### config.mk
export PLATFORM = sky130hd
export DESIGN_NAME = tremolo_mc_flat
export DESIGN_NICKNAME = d
export VERILOG_FILES = /design/src/rtl/tremolo_pkg.sv /design/src/rtl/tremolo_mc_if.sv /design/src/rtl/trem_lfo.sv /design/src/rtl/tremolo_mc.sv /design/src/flat_wrapper.sv
export SDC_FILE = /design/constraint.sdc
export NUM_CORES = 2
export LEC_CHECK = 0
export BUFFER_PORTS_ARGS = -buffer_cell sky130_fd_sc_hd__clkbuf_2
export CAP_MARGIN = 20
export CORE_MARGIN = 5
export CORE_UTILIZATION = 30
export DETAILED_ROUTE_END_ITERATION = 16
export GPL_TIMING_DRIVEN = 0
export PLACE_DENSITY = 0.51
export SETUP_SLACK_MARGIN = 0.5
export SYNTH_ARGS = -nofsm -noshare
export SYNTH_HDL_FRONTEND = slang
export SYNTH_SLANG_ARGS = --single-unit
export TNS_END_PERCENT = 50
### constraint.sdc
create_clock -name Lrck -period 14.48 [get_ports Lrck]
set_input_delay 1.448 -clock Lrck [delete_from_list [all_inputs] [get_ports Lrck]]
set_output_delay 1.448 -clock Lrck [all_outputs]
set_load 0.05 [all_outputs]
### src/rtl/tremolo_pkg.sv
// rtl/tremolo_pkg.sv - shared LFO types, unity constant and period helpers for tremolo_mc
package tremolo_pkg;

    typedef enum logic [1:0] {ON, OFF, RISE, FALL} lfo_state_t;
    typedef enum logic {MODE_SQUARE, MODE_TRI} lfo_mode_t;

    localparam int TREM_CTRL_W = 8;
    localparam int UNITY       = 1 << TREM_CTRL_W;

    function automatic int total_period(int rate, int ctrl_w, int rate_shift);
        return ((1 << ctrl_w) - rate) << rate_shift;
    endfunction

    function automatic int on_period(int total, int duty, int ctrl_w);
        return (total * duty) >> ctrl_w;
    endfunction

    // Triangle takes 2*unity steps per period; never let the divider reach zero.
    function automatic int tick_div(int total, int ctrl_w);
        int t;
        t = total >> (ctrl_w + 1);
        return (t < 1) ? 1 : t;
    endfunction

endpackage

### src/rtl/tremolo_mc_if.sv
// rtl/tremolo_mc_if.sv - control, audio and gain bundle between the pedal chain and tremolo_mc
interface tremolo_mc_if #(
    parameter int DATA_W = 24,
    parameter int CTRL_W = 8,
    parameter int NUM_CH = 2
);
    import tremolo_pkg::*;

    logic                           Enable;
    lfo_mode_t                      Mode;
    logic [CTRL_W-1:0]              Rate;
    logic [CTRL_W-1:0]              Depth;
    logic [CTRL_W-1:0]              Duty_Cycle;
    logic [NUM_CH-1:0][DATA_W-1:0]  D_In;
    logic [NUM_CH-1:0][DATA_W-1:0]  D_Out;
    logic [CTRL_W:0]                Gain;

    modport master (
        output Enable, Mode, Rate, Depth, Duty_Cycle, D_In,
        input  D_Out, Gain
    );

    modport slave (
        input  Enable, Mode, Rate, Depth, Duty_Cycle, D_In,
        output D_Out, Gain
    );
endinterface

### src/rtl/trem_lfo.sv
// rtl/trem_lfo.sv - square/triangle LFO, modulation m and gain register
// TREMOLO_SLEW_EN limits the per-sample gain change to SLEW_STEP.
module trem_lfo
    import tremolo_pkg::*;
#(
    parameter int CTRL_W     = 8,
    parameter int PHASE_W    = 15,
    parameter int RATE_SHIFT = 6,
    parameter int SLEW_STEP  = 4
) (
    input  logic              Lrck,
    input  logic              Reset,
    input  logic              enable,
    input  lfo_mode_t         mode,
    input  logic [CTRL_W-1:0] rate,
    input  logic [CTRL_W-1:0] depth,
    input  logic [CTRL_W-1:0] duty,
    output logic [CTRL_W:0]   gain_now,
    output logic [CTRL_W:0]   gain
);

    localparam logic [CTRL_W:0]  M_FULL = (CTRL_W+1)'(1 << CTRL_W);
    localparam logic [CTRL_W:0]  ONE_M  = (CTRL_W+1)'(1);
    localparam logic [PHASE_W-1:0] ONE_P = PHASE_W'(1);
`ifdef TREMOLO_SLEW_EN
    localparam int STEP = SLEW_STEP;
`else
    // A step of at least full scale never limits, so the gain follows its target.
    localparam int STEP = (SLEW_STEP > (1 << CTRL_W)) ? SLEW_STEP : (1 << CTRL_W);
`endif

    lfo_state_t          state, state_n;
    logic [PHASE_W-1:0]  count, count_n;
    logic [CTRL_W:0]     m, m_n, m_use, target;
    logic [PHASE_W-1:0]  total_p, on_p, off_p, tick_p;
    logic [2*CTRL_W:0]   prod;
    int                  diff;

    always_comb begin
        total_p = PHASE_W'(total_period(int'(rate), CTRL_W, RATE_SHIFT));
        on_p    = PHASE_W'(on_period(int'(total_p), int'(duty), CTRL_W));
        off_p   = total_p - on_p;
        tick_p  = PHASE_W'(tick_div(int'(total_p), CTRL_W));
    end

    // With a zero ON period the square sits in OFF, including the edge that leaves ON.
    assign m_use = (mode == MODE_SQUARE && state == ON && on_p == '0) ? M_FULL : m;
    assign prod  = {{(CTRL_W+1){1'b0}}, depth} * {{CTRL_W{1'b0}}, m_use};
    assign target = M_FULL - (CTRL_W+1)'(prod >> CTRL_W);

    always_comb begin
        diff = int'(target) - int'(gain);
        if (diff > STEP)
            gain_now = (CTRL_W+1)'(int'(gain) + STEP);
        else if (diff < -STEP)
            gain_now = (CTRL_W+1)'(int'(gain) - STEP);
        else
            gain_now = target;
    end

    always_comb begin
        state_n = state;
        count_n = count;
        m_n     = m;
        if (!enable) begin
            state_n = (mode == MODE_TRI) ? RISE : ON;
            count_n = '0;
            m_n     = '0;
        end else begin
            case (state)
                ON, OFF: begin
                    if (mode == MODE_TRI) begin
                        state_n = RISE;
                        count_n = '0;
                    end else if (state == ON) begin
                        if (on_p == '0 || count >= on_p - ONE_P) begin
                            state_n = OFF;
                            count_n = '0;
                            m_n     = M_FULL;
                        end else begin
                            count_n = count + ONE_P;
                            m_n     = '0;
                        end
                    end else begin
                        if (count >= off_p - ONE_P) begin
                            state_n = ON;
                            count_n = '0;
                            m_n     = '0;
                        end else begin
                            count_n = count + ONE_P;
                            m_n     = M_FULL;
                        end
                    end
                end
                RISE, FALL: begin
                    if (mode == MODE_SQUARE) begin
                        state_n = ON;
                        count_n = '0;
                    end else if (count >= tick_p - ONE_P) begin
                        count_n = '0;
                        if (state == RISE) begin
                            if (m >= M_FULL) begin
                                m_n     = m - ONE_M;
                                state_n = FALL;
                            end else begin
                                m_n = m + ONE_M;
                                if (m + ONE_M == M_FULL)
                                    state_n = FALL;
                            end
                        end else begin
                            if (m == '0) begin
                                m_n     = ONE_M;
                                state_n = RISE;
                            end else begin
                                m_n = m - ONE_M;
                                if (m == ONE_M)
                                    state_n = RISE;
                            end
                        end
                    end else begin
                        count_n = count + ONE_P;
                    end
                end
                default: begin
                    state_n = ON;
                    count_n = '0;
                end
            endcase
        end
    end

    always_ff @(posedge Lrck or posedge Reset) begin
        if (Reset) begin
            state <= ON;
            count <= '0;
            m     <= '0;
            gain  <= M_FULL;
        end else begin
            state <= state_n;
            count <= count_n;
            m     <= m_n;
            gain  <= enable ? gain_now : M_FULL;
        end
    end

endmodule

### src/rtl/tremolo_mc.sv
// rtl/tremolo_mc.sv - multi-channel tremolo: one shared LFO gain applied to NUM_CH samples
// Gain slewing is selected with TREMOLO_SLEW_EN inside trem_lfo.
module tremolo_mc
    import tremolo_pkg::*;
#(
    parameter int DATA_W     = 24,
    parameter int CTRL_W     = 8,
    parameter int NUM_CH     = 2,
    parameter int PHASE_W    = 15,
    parameter int RATE_SHIFT = 6,
    parameter int SLEW_STEP  = 4
) (
    input  logic       Lrck,
    input  logic       Reset,
    tremolo_mc_if.slave bus
);

    localparam int PW = DATA_W + CTRL_W + 2;

    logic [CTRL_W:0]               gain_now;
    logic [CTRL_W:0]               gain;
    logic [NUM_CH-1:0][DATA_W-1:0] d_out_q;

    trem_lfo #(
        .CTRL_W    (CTRL_W),
        .PHASE_W   (PHASE_W),
        .RATE_SHIFT(RATE_SHIFT),
        .SLEW_STEP (SLEW_STEP)
    ) u_lfo (
        .Lrck    (Lrck),
        .Reset   (Reset),
        .enable  (bus.Enable),
        .mode    (bus.Mode),
        .rate    (bus.Rate),
        .depth   (bus.Depth),
        .duty    (bus.Duty_Cycle),
        .gain_now(gain_now),
        .gain    (gain)
    );

    // The sample leaving on this edge uses the same gain that Gain reports afterwards.
    for (genvar ch = 0; ch < NUM_CH; ch++) begin : g_ch
        logic signed [PW-1:0] samp_x, gain_x, prod;
        logic [DATA_W-1:0]    scaled;

        assign samp_x = PW'($signed(bus.D_In[ch]));
        assign gain_x = PW'({1'b0, gain_now});
        assign prod   = samp_x * gain_x;
        assign scaled = DATA_W'(prod >>> CTRL_W);

        always_ff @(posedge Lrck or posedge Reset) begin
            if (Reset)
                d_out_q[ch] <= '0;
            else if (bus.Enable)
                d_out_q[ch] <= scaled;
            else
                d_out_q[ch] <= bus.D_In[ch];
        end
    end

    assign bus.D_Out = d_out_q;
    assign bus.Gain  = gain;

endmodule
### src/flat_wrapper.sv
// flat-port wrapper written by rule: the top's interface ports become plain ports
module tremolo_mc_flat import tremolo_pkg::*;
#(
    parameter int DATA_W     = 24,
    parameter int CTRL_W     = 8,
    parameter int NUM_CH     = 2,
    parameter int PHASE_W    = 15,
    parameter int RATE_SHIFT = 6,
    parameter int SLEW_STEP  = 4
)
  (Lrck, Reset, bus_Enable, bus_Mode, bus_Rate, bus_Depth, bus_Duty_Cycle, bus_D_In, bus_D_Out, bus_Gain);
  tremolo_mc_if #(.DATA_W(DATA_W), .CTRL_W(CTRL_W), .NUM_CH(NUM_CH)) bus_i ();
  input  logic Lrck;
  input  logic Reset;
  input wire logic [$bits(bus_i.Enable)-1:0] bus_Enable;
  input wire logic [$bits(bus_i.Mode)-1:0] bus_Mode;
  input wire logic [$bits(bus_i.Rate)-1:0] bus_Rate;
  input wire logic [$bits(bus_i.Depth)-1:0] bus_Depth;
  input wire logic [$bits(bus_i.Duty_Cycle)-1:0] bus_Duty_Cycle;
  input wire logic [$bits(bus_i.D_In)-1:0] bus_D_In;
  output wire logic [$bits(bus_i.D_Out)-1:0] bus_D_Out;
  output wire logic [$bits(bus_i.Gain)-1:0] bus_Gain;
  assign bus_i.Enable = bus_Enable;
  assign bus_i.Mode = bus_Mode;
  assign bus_i.Rate = bus_Rate;
  assign bus_i.Depth = bus_Depth;
  assign bus_i.Duty_Cycle = bus_Duty_Cycle;
  assign bus_i.D_In = bus_D_In;
  assign bus_D_Out = bus_i.D_Out;
  assign bus_Gain = bus_i.Gain;
  tremolo_mc #(.DATA_W(DATA_W), .CTRL_W(CTRL_W), .NUM_CH(NUM_CH), .PHASE_W(PHASE_W), .RATE_SHIFT(RATE_SHIFT), .SLEW_STEP(SLEW_STEP)) u_core (.Lrck(Lrck), .Reset(Reset), .bus(bus_i));
endmodule
==> run metrics <==
clock-pin transition on the worst setup and hold timing paths 80 ps; hold endpoint u_core.u_lfo.count[0]; Synth area leaders fa_1, ha_1, dfrtp_1; GRT Total Usage 0.1694; Critical Path Fanout Max 8; Setup CP Type primary input to flip-flop; CP top delay family adder cells; RSZ-0062 raised after global routing yes; Slew Limit Headroom 0.2272; Final Setup Violations 48; violated checks setup timing; initial antenna violation count 14; Detail Placement HPWL 58680 um; warnings from Yosys 0; FF-to-FF End u_core.bus.D_Out[47]; status finished, violations left; multiplexer share of the synthesized area 0.01909; pre-CTS setup slack -7367 ps; post-synthesis area per instance 8.798 um2; WHS Path Cells 1; Main synth FF type dfrtp_1; area of the core 83160 um2; Initial Util 0.3011; vias in the first global route 20960; routed vias/inst 4.722; WL final 75210 um; WP depth 78; worst hold start u_core.u_lfo.count[0]; flop2flop setup slack 760 ps; row count 106; Async SR Flop Fraction 1.000; Worst Setup End Kind flip-flop; Num Clock Sinks 83; Synth Area in XOR/XNOR 0.04368; clk buf depth 2; CTS Root Cell clkbuf_16; placed cells 4016; Die Span Y 298.9 um; Hold Crit Class flip-flop to flip-flop; drt pass-1 iters 5; largest family of logic cells by synthesized area adder cells; simple-gate share of the synthesized area 0.1911; Final Hold Fails 0; PortBufs 89; crit share post-route 1.309; cts hold-fix bufs 0; Critical-path top delay cell or4_4; Arr. time, crit path 19190 ps; Worst Max-Slew Pin Slew 1159 ps; max-slew violation count 0; CP peak stage delay 560 ps; first-pass GRT wire length 119400 um; layout cells sized above 1 0.1986; CP most frequent cell fa_1; total gr overflow 0; Synth Area in Adders 0.4752; final worst slack -4481 ps; Post-synth top cells inv_1, fa_1, nand2_1; # IOs 133; placed cell area 27440 um2; largest net degree at the start of global routing 58; Yosys top cell by area fa_1; Req. time, crit path 14700 ps; vias 19840; maxcap violations 0; area grow syn2layout 23.13%; Die ar. 89340 um2; Mapped Area 25040 um2; Placer Congestion 0.8282; Yosys reg bits 83; design area 30830 um2; die width 298.9 um; sequential-to-total area share from yosys stat 0.08300; H-tree depth 3; WL per Instance 17.90 um; most frequent cell after synthesis inv_1; CP startpoint kind primary input; Cell Count, Final, Fillers Out 4201; EDFF count, synth 0; area fraction in compound gates after synthesis 0.08855; nets 3879; fillers 8482; CP bufs+invs 17; CTS Buf Count 9; fmax 0.05274 GHz; area fraction of the dominant cell type after synthesis 0.3398; CTS tree built; DRC violations left 0; post-layout util 0.3707; Synth Instances 2846; Detail Route Antenna Nets 0; worst r2r src u_core.u_lfo.state[0]; Initial DRC Count 847; Worst Skew 20.91 ps; Skew-Pair Late Insertion Delay 400 ps; Reg2Reg Depth 59; Yosys cell types 91; synthesized net count 3618; Final min period 18960 ps
[registers in the layout, summed over array words and instances, names as in the netlist]
register            flops
u_core.bus.D_Out       48
u_core.u_lfo.count     15
u_core.u_lfo.gain       9
u_core.u_lfo.m          9
u_core.u_lfo.state      2
[per-layer routing]
metal / vias up / GRT usage / share of wire
met5: - / 0 / 0.00072
met4: 8 / 0.03800 / 0.020
met3: 75 / 0.02281 / 0.044
met2: 319 / 0.2844 / 0.48
met1: 9939 / 0.2340 / 0.45
li1: 9497 / - / -
[worst max-delay path by stage]
stage	start	endpoint	slack (ps)
final	bus_Rate[2]	u_core.bus.D_Out[47]	-4480
after floorplan	bus_Rate[2]	u_core.bus.D_Out[47]	-3630
after detailed placement	bus_Rate[0]	u_core.bus.D_Out[47]	-7370
after CTS	bus_Rate[3]	u_core.bus.D_Out[47]	-4610
after global routing	bus_Rate[2]	u_core.bus.D_Out[47]	-5140
after global placement	bus_Rate[0]	u_core.bus.D_Out[47]	-7320
[cells in the final DEF (no fill, tap or decap), types with 37 or more instances in the layout]
cell | synthesis | final
nand2_1 | 302 | 290
fa_1 | 425 | 415
xnor2_1 | 77 | 67
a21o_1 | 44 | 42
inv_1 | 528 | 505
buf_6 | 0 | 37
nor2b_1 | 105 | 100
ha_1 | 271 | 241
nand3_1 | 51 | 42
buf_4 | 1 | 119
a21oi_1 | 81 | 55
xor2_1 | 41 | 37
and2_1 | 174 | 166
and3_1 | 76 | 65
clkbuf_2 | 1 | 88
nor2_1 | 112 | 100
dfrtp_1 | 82 | 82
[layout make-up]
type / instances / area (um2) / area share
antenna: 9 / 22.52 / 0.0007305
clock buffer: 10 / 229.0 / 0.007427
buffer: 130 / 1076 / 0.03490
multi-input combinational: 2106 / 22090 / 0.7165
clock inverter: 6 / 47.55 / 0.001542
timing repair buffer: 249 / 1938 / 0.06287
sequential: 83 / 2078 / 0.06741
inverter: 528 / 1997 / 0.06478
tap: 1080 / 1351 / 0.04383
[logic make-up after synthesis]
kind of cell,after synthesis
and+or+nand+nor,926
adders and majority gates,696
buffers and inverters,658
AOI/OAI and AO/OA,319
xor gates and xnor gates,121
DFF,83
muxes,43
[stage by stage]
step	hold WS (ps)	TNS [ps]
4_1_cts	514.1	-186190
2_1_floorplan	473.9	-152260
3_5_place_dp	503.5	-314980
6_report	513.2	-189800
5_1_grt	564.5	-220820
3_3_place_gp	514.8	-314410
[what timing repair did]
action | in CTS | in global routing
resized for setup | 267 | 137
pin swaps | 127 | 127
endpoints found under the setup margin | 57 | 57
setup buffers | 99 | 60
gates cloned | 1 | 0
Power is left out: the tool's default activity adds up to more than one toggle a clock period on the data nets, which glitch-free logic cannot reach.
